**config.mk**
```make
export PLATFORM = sky130hd
export DESIGN_NAME = fifo_sync_param
export DESIGN_NICKNAME = d
export VERILOG_FILES = /design/src/rtl/fifo_sync_param.sv
export SDC_FILE = /design/constraint.sdc
export NUM_CORES = 1
export LEC_CHECK = 0
export CORE_ASPECT_RATIO = 1.75
export CORE_UTILIZATION = 57
export CTS_CLUSTER_DIAMETER = 60
export DETAILED_ROUTE_END_ITERATION = 8
export DONT_BUFFER_PORTS = 1
export PLACE_DENSITY_LB_ADDON = 0.12
export SYNTH_ARGS = -nofsm -noshare
export SYNTH_HDL_FRONTEND = slang
export SYNTH_SLANG_ARGS = --single-unit
```
**constraint.sdc**
```tcl
create_clock -name clk -period 3.5 [get_ports clk]
set_clock_uncertainty 0.1 [all_clocks]
set_input_delay 0.7 -clock clk [delete_from_list [all_inputs] [get_ports clk]]
set_output_delay 0.7 -clock clk [all_outputs]
set_load 0.05 [all_outputs]
```
**src/rtl/fifo_sync_param.sv**
```systemverilog
// fifo_sync_param
//   Parametrised single-clock FIFO for producer/consumer stages sharing one
//   clock. It has configurable width and depth, an occupancy count,
//   programmable almost-full/almost-empty thresholds, and one-cycle
//   overflow/underflow pulses. It can run as a registered-read FIFO or in
//   first-word-fall-through mode.
//
// Ports
//   clk           rising-edge clock for all logic
//   reset         synchronous active-high reset
//   w_en          write request
//   data_in       write data [WIDTH]
//   r_en          read request (in fall-through mode this pops the head)
//   data_out      read data [WIDTH]
//   full          count == DEPTH
//   empty         count == 0
//   almost_full   count >= AF_LEVEL
//   almost_empty  count <= AE_LEVEL
//   count         occupancy 0..DEPTH [AW+1]
//   overflow      one-cycle pulse: a write was rejected in the previous cycle
//   underflow     one-cycle pulse: a read was rejected in the previous cycle

module fifo_sync_param #(
    parameter int WIDTH    = 8,
    parameter int DEPTH    = 16,
    parameter int AF_LEVEL = DEPTH - 2,
    parameter int AE_LEVEL = 2,
    parameter bit FWFT     = 1'b0,
    localparam int AW      = $clog2(DEPTH)
) (
    input  logic             clk,
    input  logic             reset,
    input  logic             w_en,
    input  logic [WIDTH-1:0] data_in,
    input  logic             r_en,
    output logic [WIDTH-1:0] data_out,
    output logic             full,
    output logic             empty,
    output logic             almost_full,
    output logic             almost_empty,
    output logic [AW:0]      count,
    output logic             overflow,
    output logic             underflow
);

    localparam logic [AW:0] DEPTH_C = (AW+1)'(DEPTH);
    localparam logic [AW:0] AF_C    = (AW+1)'(AF_LEVEL);
    localparam logic [AW:0] AE_C    = (AW+1)'(AE_LEVEL);

    logic [WIDTH-1:0] mem [DEPTH];
    logic [AW:0]      w_ptr;
    logic [AW:0]      r_ptr;
    logic [AW-1:0]    w_addr;
    logic [AW-1:0]    r_addr;
    logic             wr_ok;
    logic             rd_ok;

    assign w_addr = w_ptr[AW-1:0];
    assign r_addr = r_ptr[AW-1:0];

    // The extra wrap bit lets the pointer difference cover 0..DEPTH.
    assign count        = w_ptr - r_ptr;
    assign full         = (count == DEPTH_C);
    assign empty        = (count == '0);
    assign almost_full  = (count >= AF_C);
    assign almost_empty = (count <= AE_C);

    // A read frees a slot in the same cycle, so a full FIFO still accepts
    // a write when a read is also accepted.
    assign rd_ok = r_en & ~empty;
    assign wr_ok = w_en & (~full | rd_ok);

    // The storage array has no reset. Stale words are never visible
    // because the pointers are reset.
    always_ff @(posedge clk) begin
        if (!reset && wr_ok) begin
            mem[w_addr] <= data_in;
        end
    end

    always_ff @(posedge clk) begin
        if (reset) begin
            w_ptr     <= '0;
            r_ptr     <= '0;
            overflow  <= 1'b0;
            underflow <= 1'b0;
        end else begin
            if (wr_ok) begin
                w_ptr <= w_ptr + 1'b1;
            end
            if (rd_ok) begin
                r_ptr <= r_ptr + 1'b1;
            end
            overflow  <= w_en & ~wr_ok;
            underflow <= r_en & ~rd_ok;
        end
    end

    generate
        if (FWFT) begin : g_fwft
            // The head word is presented directly. The output is forced to
            // zero while empty so that unwritten memory never shows on it.
            assign data_out = empty ? '0 : mem[r_addr];
        end else begin : g_reg
            logic [WIDTH-1:0] data_q;

            // The output holds its last value when no read is accepted.
            always_ff @(posedge clk) begin
                if (reset) begin
                    data_q <= '0;
                end else if (rd_ok) begin
                    data_q <= mem[r_addr];
                end
            end

            assign data_out = data_q;
        end
    endgenerate

endmodule

```
==> impl_metrics.ini <==
[worst_setup_path]
crit_fanout = 4
worst-path-buf-inv = 3
required_ns = 2.70
cpPeakStageDelay_ns = 0.38
endpoint = almost_empty
reg2reg_depth = 11
regToRegSetupSlack_ns = 0.27
worstReg2RegEnd = mem[0][7]
cp-end-kind = output pin
rr_startpoint = w_ptr[0]
cp.arrival_ns = 2.58
cp.depth = 9
slowest_stage = fa_2
worstSetupStartpointType = flip-flop
worstPathCellList = inv_2, ha_2, fa_2, nand2b_1, a21oi_2, xor2_2, inv_2, a2111oi_4, clkbuf_16
cp-startpoint = w_ptr[0]
cp_common_cell = inv_2
critPathTopFamily = adder cells
critPathKind = reg -> out

[logic_synthesis]
synth_area_um2 = 5970
yosys_register_bits = 148
ys_seq_area_frac = 0.711
synth_area_per_cell_um2 = 17.5
synth.distinct_cells = 43
synth_nets = 363
ys_warn_count = 0
synth_cells = 341

[placement]
io_buffers = 0
hpwl_um = 8290
pre_cts_slack_ns = 0.155
post-place-cells = 471
place_congestion = 0.815

[sta]
fmax_mhz = 296
period_needed_ns = 3.38
relSlewSlack = 0.347
holdWs_ns = 0.255
final-setup-viol-count = 0
period_share = 0.965
worst_slack_ns = 0.123
rsz0062_at_grt = no
worst_pin_slew_ns = 0.972
tns_ns = 0
hold_viol_final = 0
slew_viol_final = 0

[die]
die_w_um = 79.3
ios = 31
die_y_um = 137
fp.coreArea_um2 = 10200
start_util = 0.583
rows = 49
die_area_um2 = 10900

[route]
met3_length_um = 387
dr.pass1.iters = 4
wl_met2_um = 6880
drt-total-wl_um = 12000
ant_nets = 0
num_vias = 3062
highest_layer = met4
drt_iter0_drc = 198
via_per_inst = 6.04
wl_met1_um = 4290
route.detailed.drc = 0
wl_per_cell_um = 23.6

[finish]
nets = 389
seqCellArea_um2 = 4250
synthToLayoutAreaGrowth_pct = 16.7
fill_cells = 640
final_cell_count_no_fill = 507
drive_gt1_frac = 0.303
fin_util = 0.680
diodes = 0
multi_input_comb_area_um2 = 1710

[clocking]
cts-root-buf = clkbuf_16
cts_tree = built
cts_buffers = 17
clock_sinks = 148
clock_latency_ns = 0.41
clk_pin_slew_ns = 0.06
h-tree-depth = 4
ctsHoldBuffers = 0
clock_path_buffers = 2

[global_routing]
grt_max_degree = 36
grt_first_pass_wirelength_um = 18200
grt_pass1_vias = 3250
grt_usage = 0.246
grt_overflow_total = 0
antenna_found_initial = 0

[hold_path]
worstHoldPathCells = 1
holdCritPathClass = in -> reg

[power_and_ir_drop]
pwr_density_cell_nw_per_um2 = 810
p_leak_nw = 2.23
peakVddDrop_uv = 754

[run_status]
outcome = finished clean

[flow_run]
drv_cap = 0
[cell usage after synthesis (all sizes together)]
cell / n / area share
xor2: 4 / 0.0071
edfxtp: 128 / 0.64
nor4: 5 / 0.0063
nor2b: 1 / 0.0010
nand4: 1 / 0.0010
o21ai: 7 / 0.0065
inv: 9 / 0.0057
mux4: 32 / 0.12
ha: 9 / 0.019
and2: 1 / 0.0010
nor3: 13 / 0.011
buf: 9 / 0.010
clkbuf: 7 / 0.0044
nor2: 10 / 0.0063
a21oi: 15 / 0.013
o31ai: 1 / 0.0021
and3: 1 / 0.0010
nand2: 21 / 0.013
nand3: 4 / 0.0034
nand2b: 3 / 0.0031
a2111oi: 1 / 0.0015
or2: 1 / 0.0010
xnor2: 2 / 0.0042
mux2i: 4 / 0.0088
nor4b: 1 / 0.0015
or3: 13 / 0.014
a31o: 1 / 0.0015
fa: 1 / 0.0034
a31oi: 1 / 0.0010
o22ai: 14 / 0.015
dfxtp: 20 / 0.067
nand3b: 1 / 0.0013
[power by group]
group | total [mW] | switching [mW] | leakage [nW] | internal, mW
sequential | 2.17 | 0.174 | 1.32 | 1.99
combinational | 1.68 | 0.966 | 0.637 | 0.712
clock | 1.80 | 0.678 | 0.280 | 1.12
[metrics by stage]
stage          total power [mW]  area [um^2]
2_1_floorplan              3.41         6070
3_5_place_dp               3.83         6320
6_report                   5.64         6960
5_1_grt                    5.83         6960
4_1_cts                    5.64         6930
3_3_place_gp               3.82         6320
[per-layer routing]
layer | vias up | GRT usage
met5 | - | 0
met4 | 0 | 0.131
met3 | 24 | 0.0437
met2 | 81 | 0.455
met1 | 1547 | 0.261
li1 | 1410 | -
[flip-flops by register name, indices dropped and copies added, names as in the netlist]
name,count
w_ptr,5
mem,128
r_ptr,5
overflow,1
underflow,1
data_out,8
[cell type report]
| type | count | share of cell area |
|---|---|---|
| Clock buffer | 19 | 0.0622 |
| Inverter | 9 | 0.00485 |
| Sequential cell | 148 | 0.611 |
| Multi-Input combinational cell | 168 | 0.246 |
| Clock inverter | 13 | 0.0227 |
| Tap cell | 127 | 0.0228 |
| Timing Repair Buffer | 23 | 0.0309 |
[worst register-to-register path, stage by stage (launching register included)]
cell	delay, ns
dfxtp_4	0.36
inv_2	0.06
ha_2	0.19
fa_2	0.38
nand2b_1	0.16
a21oi_2	0.18
xor2_2	0.19
buf_4	0.13
buf_4	0.11
nor3_2	0.08
buf_12	0.18
nor4_2	0.71
[worst min-delay path by stage]
stage | end | from
global placement | r_ptr[4] | r_ptr[4]
CTS | r_ptr[0] | reset
finish | data_out[3] | reset
global route | r_ptr[3] | reset
detailed placement | w_ptr[4] | w_ptr[4]
floorplan | r_ptr[4] | r_ptr[4]
[cells in the final DEF, fill, tap and decap left out, drive strengths merged]
cell type	instances
edfxtp	128
mux4	32
buf	22
nand2	21
clkbuf	20
dfxtp	20
a21oi	15
o22ai	14
or3	13
nor3	13
inv	11
nor2	10
ha	9
o21ai	7
nor4	5
nand3	4
clkinv	4
clkinvlp	4
xor2	4
mux2i	4
nand2b	3
bufinv	3
xnor2	2
nand3b	1
nor2b	1
or2	1
a31o	1
a2111oi	1
and3	1
a31oi	1
o31ai	1
and2	1
nor4b	1
nand4	1
fa	1
[kinds of logic (layout without fill, tap and decap cells)]
family                     Yosys count  in the layout  synth area share
xor gates and xnor gates             6              6            0.0113
buffers and inverters               25             64            0.0201
DFF                                148            148             0.711
and+or+nand+nor                     76             76            0.0648
adders and majority gates           10             10            0.0222
muxes                               36             36             0.130
AOI/OAI and AO/OA                   40             40            0.0405
[repair_timing]
item,4_1_cts,5_1_grt
setup buffers,1,3
gates resized for setup,1,5
endpoints found under the setup margin,3,2
pin swaps,1,3
Note: power is estimated with default switching activity, not from simulation.
